File: src/rtl/pipe_skid_reg_pkg.sv
// pipe_skid_reg_pkg
//   Shared definitions for the elastic pipeline stage register:
//   - EXCCODE_SIZE: exception-code width carried alongside the payload.
//   - psr_state_e:  occupancy encoding, which is also the value of `count`.
//   - psr_ready_f:  whether an occupancy still leaves room for a new beat.
package pipe_skid_reg_pkg;

  localparam int EXCCODE_SIZE = 5;

  typedef enum logic [1:0] {
    PSR_EMPTY = 2'd0,
    PSR_ONE   = 2'd1,
    PSR_FULL  = 2'd2
  } psr_state_e;

  // The stage can take a beat whenever at least one slot is free.
  function automatic logic psr_ready_f(input psr_state_e occ);
    return (occ != PSR_FULL);
  endfunction

endpackage

File: src/rtl/pipe_slot.sv
// pipe_slot
//   One storage slot of the stage: payload + exception code + branch-delay flag.
//   Ports:
//     clk, reset        clock, synchronous active-high reset (zeroes all fields)
//     clear_i           zero all fields (has priority over load_i)
//     load_i            capture ld_data_i / ld_exccode_i / ld_bd_i
//     ld_*_i            source fields to load
//     data_o, exccode_o, bd_o  stored fields (all zero when the slot is empty)
module pipe_slot
  import pipe_skid_reg_pkg::*;
#(
  parameter int DATA_W = 32,
  parameter int EXC_W  = EXCCODE_SIZE
) (
  input  logic              clk,
  input  logic              reset,
  input  logic              clear_i,
  input  logic              load_i,
  input  logic [DATA_W-1:0] ld_data_i,
  input  logic [EXC_W-1:0]  ld_exccode_i,
  input  logic              ld_bd_i,
  output logic [DATA_W-1:0] data_o,
  output logic [EXC_W-1:0]  exccode_o,
  output logic              bd_o
);

  logic [DATA_W-1:0] data_q;
  logic [EXC_W-1:0]  exccode_q;
  logic              bd_q;

  // Slot storage: clear wins over load so an emptied slot always reads as a nop.
  always_ff @(posedge clk) begin
    if (reset || clear_i) begin
      data_q    <= '0;
      exccode_q <= '0;
      bd_q      <= 1'b0;
    end else if (load_i) begin
      data_q    <= ld_data_i;
      exccode_q <= ld_exccode_i;
      bd_q      <= ld_bd_i;
    end else begin
      data_q    <= data_q;
      exccode_q <= exccode_q;
      bd_q      <= bd_q;
    end
  end

  assign data_o    = data_q;
  assign exccode_o = exccode_q;
  assign bd_o      = bd_q;

endmodule

File: src/rtl/pipe_skid_reg.sv
// pipe_skid_reg
//   Elastic pipeline stage register with a two-entry skid buffer.
//   MAIN drives the outputs; SKID holds a second beat so that in_ready can be
//   a register (no combinational out_ready -> in_ready path).
//   Ports:
//     clk, reset                  clock, synchronous active-high reset
//     req                         exception kill: empties both slots (top priority)
//     flush                       discard the input beat presented this cycle
//     in_valid/in_ready           upstream handshake (in_ready registered)
//     in_data/in_exccode/in_bd    incoming beat
//     out_valid/out_ready         downstream handshake
//     out_data/out_exccode/out_bd MAIN slot contents (zero when empty)
//     count                       occupancy 0..2
module pipe_skid_reg
  import pipe_skid_reg_pkg::*;
#(
  parameter int DATA_W = 32,
  parameter int EXC_W  = EXCCODE_SIZE
) (
  input  logic              clk,
  input  logic              reset,
  input  logic              req,
  input  logic              flush,
  input  logic              in_valid,
  output logic              in_ready,
  input  logic [DATA_W-1:0] in_data,
  input  logic [EXC_W-1:0]  in_exccode,
  input  logic              in_bd,
  output logic              out_valid,
  input  logic              out_ready,
  output logic [DATA_W-1:0] out_data,
  output logic [EXC_W-1:0]  out_exccode,
  output logic              out_bd,
  output logic [1:0]        count
);

  psr_state_e state_q, state_d;
  logic       in_ready_q, in_ready_d;

  logic acc_s, fire_s;
  logic main_load_s, main_clear_s, main_from_skid_s;
  logic skid_load_s, skid_clear_s;

  logic [DATA_W-1:0] skid_data_s, main_src_data_s;
  logic [EXC_W-1:0]  skid_exccode_s, main_src_exccode_s;
  logic              skid_bd_s, main_src_bd_s;

  assign acc_s  = in_valid & in_ready_q & ~flush & ~req;
  assign fire_s = out_valid & out_ready;

  // Occupancy FSM: decides which slot loads/clears and the next occupancy.
  always_comb begin
    state_d          = state_q;
    main_load_s      = 1'b0;
    main_clear_s     = 1'b0;
    main_from_skid_s = 1'b0;
    skid_load_s      = 1'b0;
    skid_clear_s     = 1'b0;
    if (req) begin
      // Kill beats everything, including a concurrent fire or accept.
      state_d      = PSR_EMPTY;
      main_clear_s = 1'b1;
      skid_clear_s = 1'b1;
    end else begin
      case (state_q)
        PSR_EMPTY: begin
          if (acc_s) begin
            main_load_s = 1'b1;
            state_d     = PSR_ONE;
          end else begin
            state_d = PSR_EMPTY;
          end
        end
        PSR_ONE: begin
          if (fire_s && acc_s) begin
            main_load_s = 1'b1;
            state_d     = PSR_ONE;
          end else if (fire_s) begin
            main_clear_s = 1'b1;
            state_d      = PSR_EMPTY;
          end else if (acc_s) begin
            // Downstream stalled but in_ready was already high: park in SKID.
            skid_load_s = 1'b1;
            state_d     = PSR_FULL;
          end else begin
            state_d = PSR_ONE;
          end
        end
        PSR_FULL: begin
          if (fire_s) begin
            main_load_s      = 1'b1;
            main_from_skid_s = 1'b1;
            skid_clear_s     = 1'b1;
            state_d          = PSR_ONE;
          end else begin
            state_d = PSR_FULL;
          end
        end
        default: begin
          state_d      = PSR_EMPTY;
          main_clear_s = 1'b1;
          skid_clear_s = 1'b1;
        end
      endcase
    end
  end

  // in_ready is computed from the next occupancy so it can be registered.
  always_comb begin
    in_ready_d = psr_ready_f(state_d);
  end

  // MAIN source mux: the incoming beat, or the older beat waiting in SKID.
  always_comb begin
    if (main_from_skid_s) begin
      main_src_data_s    = skid_data_s;
      main_src_exccode_s = skid_exccode_s;
      main_src_bd_s      = skid_bd_s;
    end else begin
      main_src_data_s    = in_data;
      main_src_exccode_s = in_exccode;
      main_src_bd_s      = in_bd;
    end
  end

  // Occupancy and in_ready registers.
  always_ff @(posedge clk) begin
    if (reset) begin
      state_q    <= PSR_EMPTY;
      in_ready_q <= 1'b1;
    end else begin
      state_q    <= state_d;
      in_ready_q <= in_ready_d;
    end
  end

  pipe_slot #(.DATA_W(DATA_W), .EXC_W(EXC_W)) u_main (
    .clk          (clk),
    .reset        (reset),
    .clear_i      (main_clear_s),
    .load_i       (main_load_s),
    .ld_data_i    (main_src_data_s),
    .ld_exccode_i (main_src_exccode_s),
    .ld_bd_i      (main_src_bd_s),
    .data_o       (out_data),
    .exccode_o    (out_exccode),
    .bd_o         (out_bd)
  );

  pipe_slot #(.DATA_W(DATA_W), .EXC_W(EXC_W)) u_skid (
    .clk          (clk),
    .reset        (reset),
    .clear_i      (skid_clear_s),
    .load_i       (skid_load_s),
    .ld_data_i    (in_data),
    .ld_exccode_i (in_exccode),
    .ld_bd_i      (in_bd),
    .data_o       (skid_data_s),
    .exccode_o    (skid_exccode_s),
    .bd_o         (skid_bd_s)
  );

  assign in_ready  = in_ready_q;
  assign out_valid = (state_q != PSR_EMPTY);
  assign count     = state_q;

endmodule

File: config.mk
export PLATFORM = sky130hd
export DESIGN_NAME = pipe_skid_reg
export DESIGN_NICKNAME = d
export VERILOG_FILES = /design/src/rtl/pipe_skid_reg_pkg.sv /design/src/rtl/pipe_slot.sv /design/src/rtl/pipe_skid_reg.sv
export SDC_FILE = /design/constraint.sdc
export NUM_CORES = 1
export LEC_CHECK = 0
export ABC_AREA = 1
export CAP_MARGIN = 10
export CORE_MARGIN = 5
export CORE_UTILIZATION = 51
export CTS_BUF_LIST = sky130_fd_sc_hd__clkbuf_8
export DETAILED_ROUTE_END_ITERATION = 12
export PLACE_DENSITY = 0.82
export SKIP_LAST_GASP = 1
export SLEW_MARGIN = 25
export SYNTH_ARGS = -nofsm -noshare
export SYNTH_HDL_FRONTEND = slang
export SYNTH_SLANG_ARGS = --single-unit
File: constraint.sdc
create_clock -name clk -period 2.1 [get_ports clk]
set_input_delay 0.42 -clock clk [delete_from_list [all_inputs] [get_ports clk]]
set_output_delay 0.42 -clock clk [all_outputs]
set_load 0.02 [all_outputs]
==> flow_summary.toml <==
[logic_synthesis]
synthCells = 534
synth.distinct_cells = 20
synthesis.area_um2 = 3592
ys_seq_area_share_pct = 44.03
synth-seq-cells = 79
yosys_warnings = 0
synthesis.nets = 581
syn_area_per_cell_um2 = 6.727

[critical_path]
crit_slowest_cell = "clkdlybuf4s50_1"
arrival_ns = 1.44
crit_chain = "buf_4 -> clkdlybuf4s50_1"
crit_type = "reg -> out"
start_kind = "flip-flop"
worstPathMaxFanout = 6
r2r_slack_ns = 0.38
end_kind = "output pin"
worstRegToRegCells = 10
critPathMaxStageDelay_ns = 0.61
worstPathRequired_ns = 1.68

[drt]
vias = 3368
wirelength_mm = 7.914
antenna_left = 0
wl_per_cell_um = 11.01
drc = 0
via_per_inst = 4.684
drt_iter0_markers = 110
drt-pass1-iter-count = 4

[pwr]
p_int_w = 0.002111
p_sw_w = 0.0006907
p_per_area_nw_per_um2 = 582.6
seq_power_share_pct = 54.0
fin_total_pwr_w = 0.002802
p_comb_share_pct = 9.6
leakage_nw = 2.119
sw_frac_of_total_pct = 24.65
clock_power_share_pct = 36.4
irDropWorstVdd_uv = 363.8

[timing]
rsz0062_at_grt = "no"
setup_tns_ns = 0
max_clock_freq_ghz = 0.5382
fin_ws_ns = 0.2418
report.final.slew_viol_count = 0
setup_viol = 0
slew_headroom_pct = 82.59
finalClockSkew_ns = 0.006352
final_hold_viol_count = 0
whs_ns = 0.4751
post-route-min-period_ns = 1.858
tightest_slew_ns = 0.2611
period_share_pct = 88.49

[final_layout]
n_fill_cell = 559
stdcell_count = 719
diodes = 0
areaGrowthSynthToFinish_pct = 33.89
final_common_cell = "nand2_1"
nNetsFinal = 665
final_cell_mix = "nand2_1, nor2_1, clkdlybuf4s50_1"
drive_gt1_share_pct = 7.063

[global_routing]
grt_pass1_vias = 3281
grt_max_degree = 49
grt_pass1_wl_mm = 13.96
antenna_found_initial = 0
grtUsageMet1_pct = 23.84
met2_usage_pct = 32.70
grt_usage_pct = 19.40
top_usage_layer = "met2"
grt_overflow = 0
gr-usage-met3_pct = 4.247

[clocking]
clk_latency_ns = 0.34
ctsRootBufferMaster = "clkbuf_8"
post_cts_resized = 0
path_clk_slew_ns = 0.08
postCtsSetupBuffers = 0
clkSinkCount = 79
hold_buffers = 0
htreeDepth = 3
numCtsBuffers = 9
clk_path_buf_depth = 2
cts_tree = "done"

[floorplan]
core.rowCount = 30
dieWidth_um = 93.93
initial_core_util_pct = 52.58
fp.dieH_um = 93.93
dieArea_um2 = 8822
core_um2 = 6832
io_pins = 86

[placement]
preCtsSetupSlack_ns = -0.03507
dp_hpwl_mm = 5.562
io_buffers = 85
place_inst = 703
finalWeightedCongestion = 0.7682

[worst_hold_path]
hold_depth = 2
hp-class = "reg -> reg"

[outcome]
status = "complete, no violations"

[run]
drv_cap = 0
==> state kept, by name, summed over array words and instances (netlist names) <==
register,count
u_skid.data_o,32
in_ready,1
count,2
u_skid.bd_o,1
u_skid.exccode_o,5
u_main.bd_o,1
u_main.data_o,32
u_main.exccode_o,5
==> per-stage QoR <==
stage | cell area [um2] | utilization (%)
floorplan | 3592 | -
global placement | 4628 | 67.75
detailed placement | 4628 | 67.75
CTS | 4810 | 70.40
global route | 4810 | 70.40
finish | 4810 | 70.40
==> kinds of logic after synthesis <==
logic type / synth area share, %
buffers and inverters: 13.27
flip-flops: 44.03
AND/OR/NAND/NOR: 28.28
AO/OA/AOI/OAI: 13.37
adder cells (fa/ha/maj): 1.045
==> metal layers <==
layer | share of wire (%) | wire (um)
met5 | 0 | 0
met4 | 1.4 | 107
met3 | 5.8 | 460
met2 | 47 | 3684
met1 | 46 | 3662
==> power by group through the flow <==
| stage | logic, W | registers, W | clock network (W) |
|---|---|---|---|
| 2_1_floorplan | 0.000113 | 0.00156 | 0 |
| 3_3_place_gp | 0.000264 | 0.00155 | 0 |
| 3_5_place_dp | 0.000267 | 0.00155 | 0 |
| 4_1_cts | 0.000270 | 0.00151 | 0.00106 |
| 5_1_grt | 0.000296 | 0.00152 | 0.00111 |
| 6_report | 0.000269 | 0.00151 | 0.00102 |
==> synthesized netlist by cell type <==
cell | count | area (um2)
nand2_1 | 137 | 514.2
nor2_1 | 113 | 424.2
inv_1 | 80 | 300.3
dfxtp_1 | 79 | 1582
o21ai_0 | 36 | 180.2
a211oi_1 | 34 | 255.2
buf_2 | 20 | 100.1
a21oi_1 | 7 | 35.03
clkbuf_1 | 5 | 18.77
nand3_1 | 5 | 25.02
buf_4 | 3 | 22.52
ha_1 | 3 | 37.54
buf_6 | 2 | 22.52
inv_2 | 2 | 7.510
nor2_4 | 2 | 22.52
o21ai_1 | 2 | 10.01
clkbuf_2 | 1 | 5.000
nand2_2 | 1 | 6.260
nand3_4 | 1 | 17.52
nor2_2 | 1 | 6.260
==> worst max-delay path: cells and delay by family (launching register included) <==
| family | cells | cell delay (ns) |
|---|---|---|
| buf+inv | 2 | 0.76 |
| flops | 1 | 0.34 |
==> worst paths after layout <==
kind,from,to
hold / removal,u_skid.exccode_o[4],u_skid.exccode_o[4]
setup reg to reg,count[0],u_skid.data_o[22]
hold reg to reg,u_skid.exccode_o[4],u_skid.exccode_o[4]
setup / recovery,count[1],count[1]
==> cell type report <==
| class | instances | area, um2 | area share, % |
|---|---|---|---|
| timing repair buffer | 104 | 1069 | 22.22 |
| clock inverter | 6 | 43.79 | 0.9105 |
| multi-input combinational | 342 | 1550 | 32.23 |
| inverter | 82 | 307.8 | 6.400 |
| tap | 96 | 120.1 | 2.497 |
| sequential | 79 | 1582 | 32.88 |
| clock buffer | 10 | 137.6 | 2.862 |
Note: power is estimated with default switching activity, not from simulation.
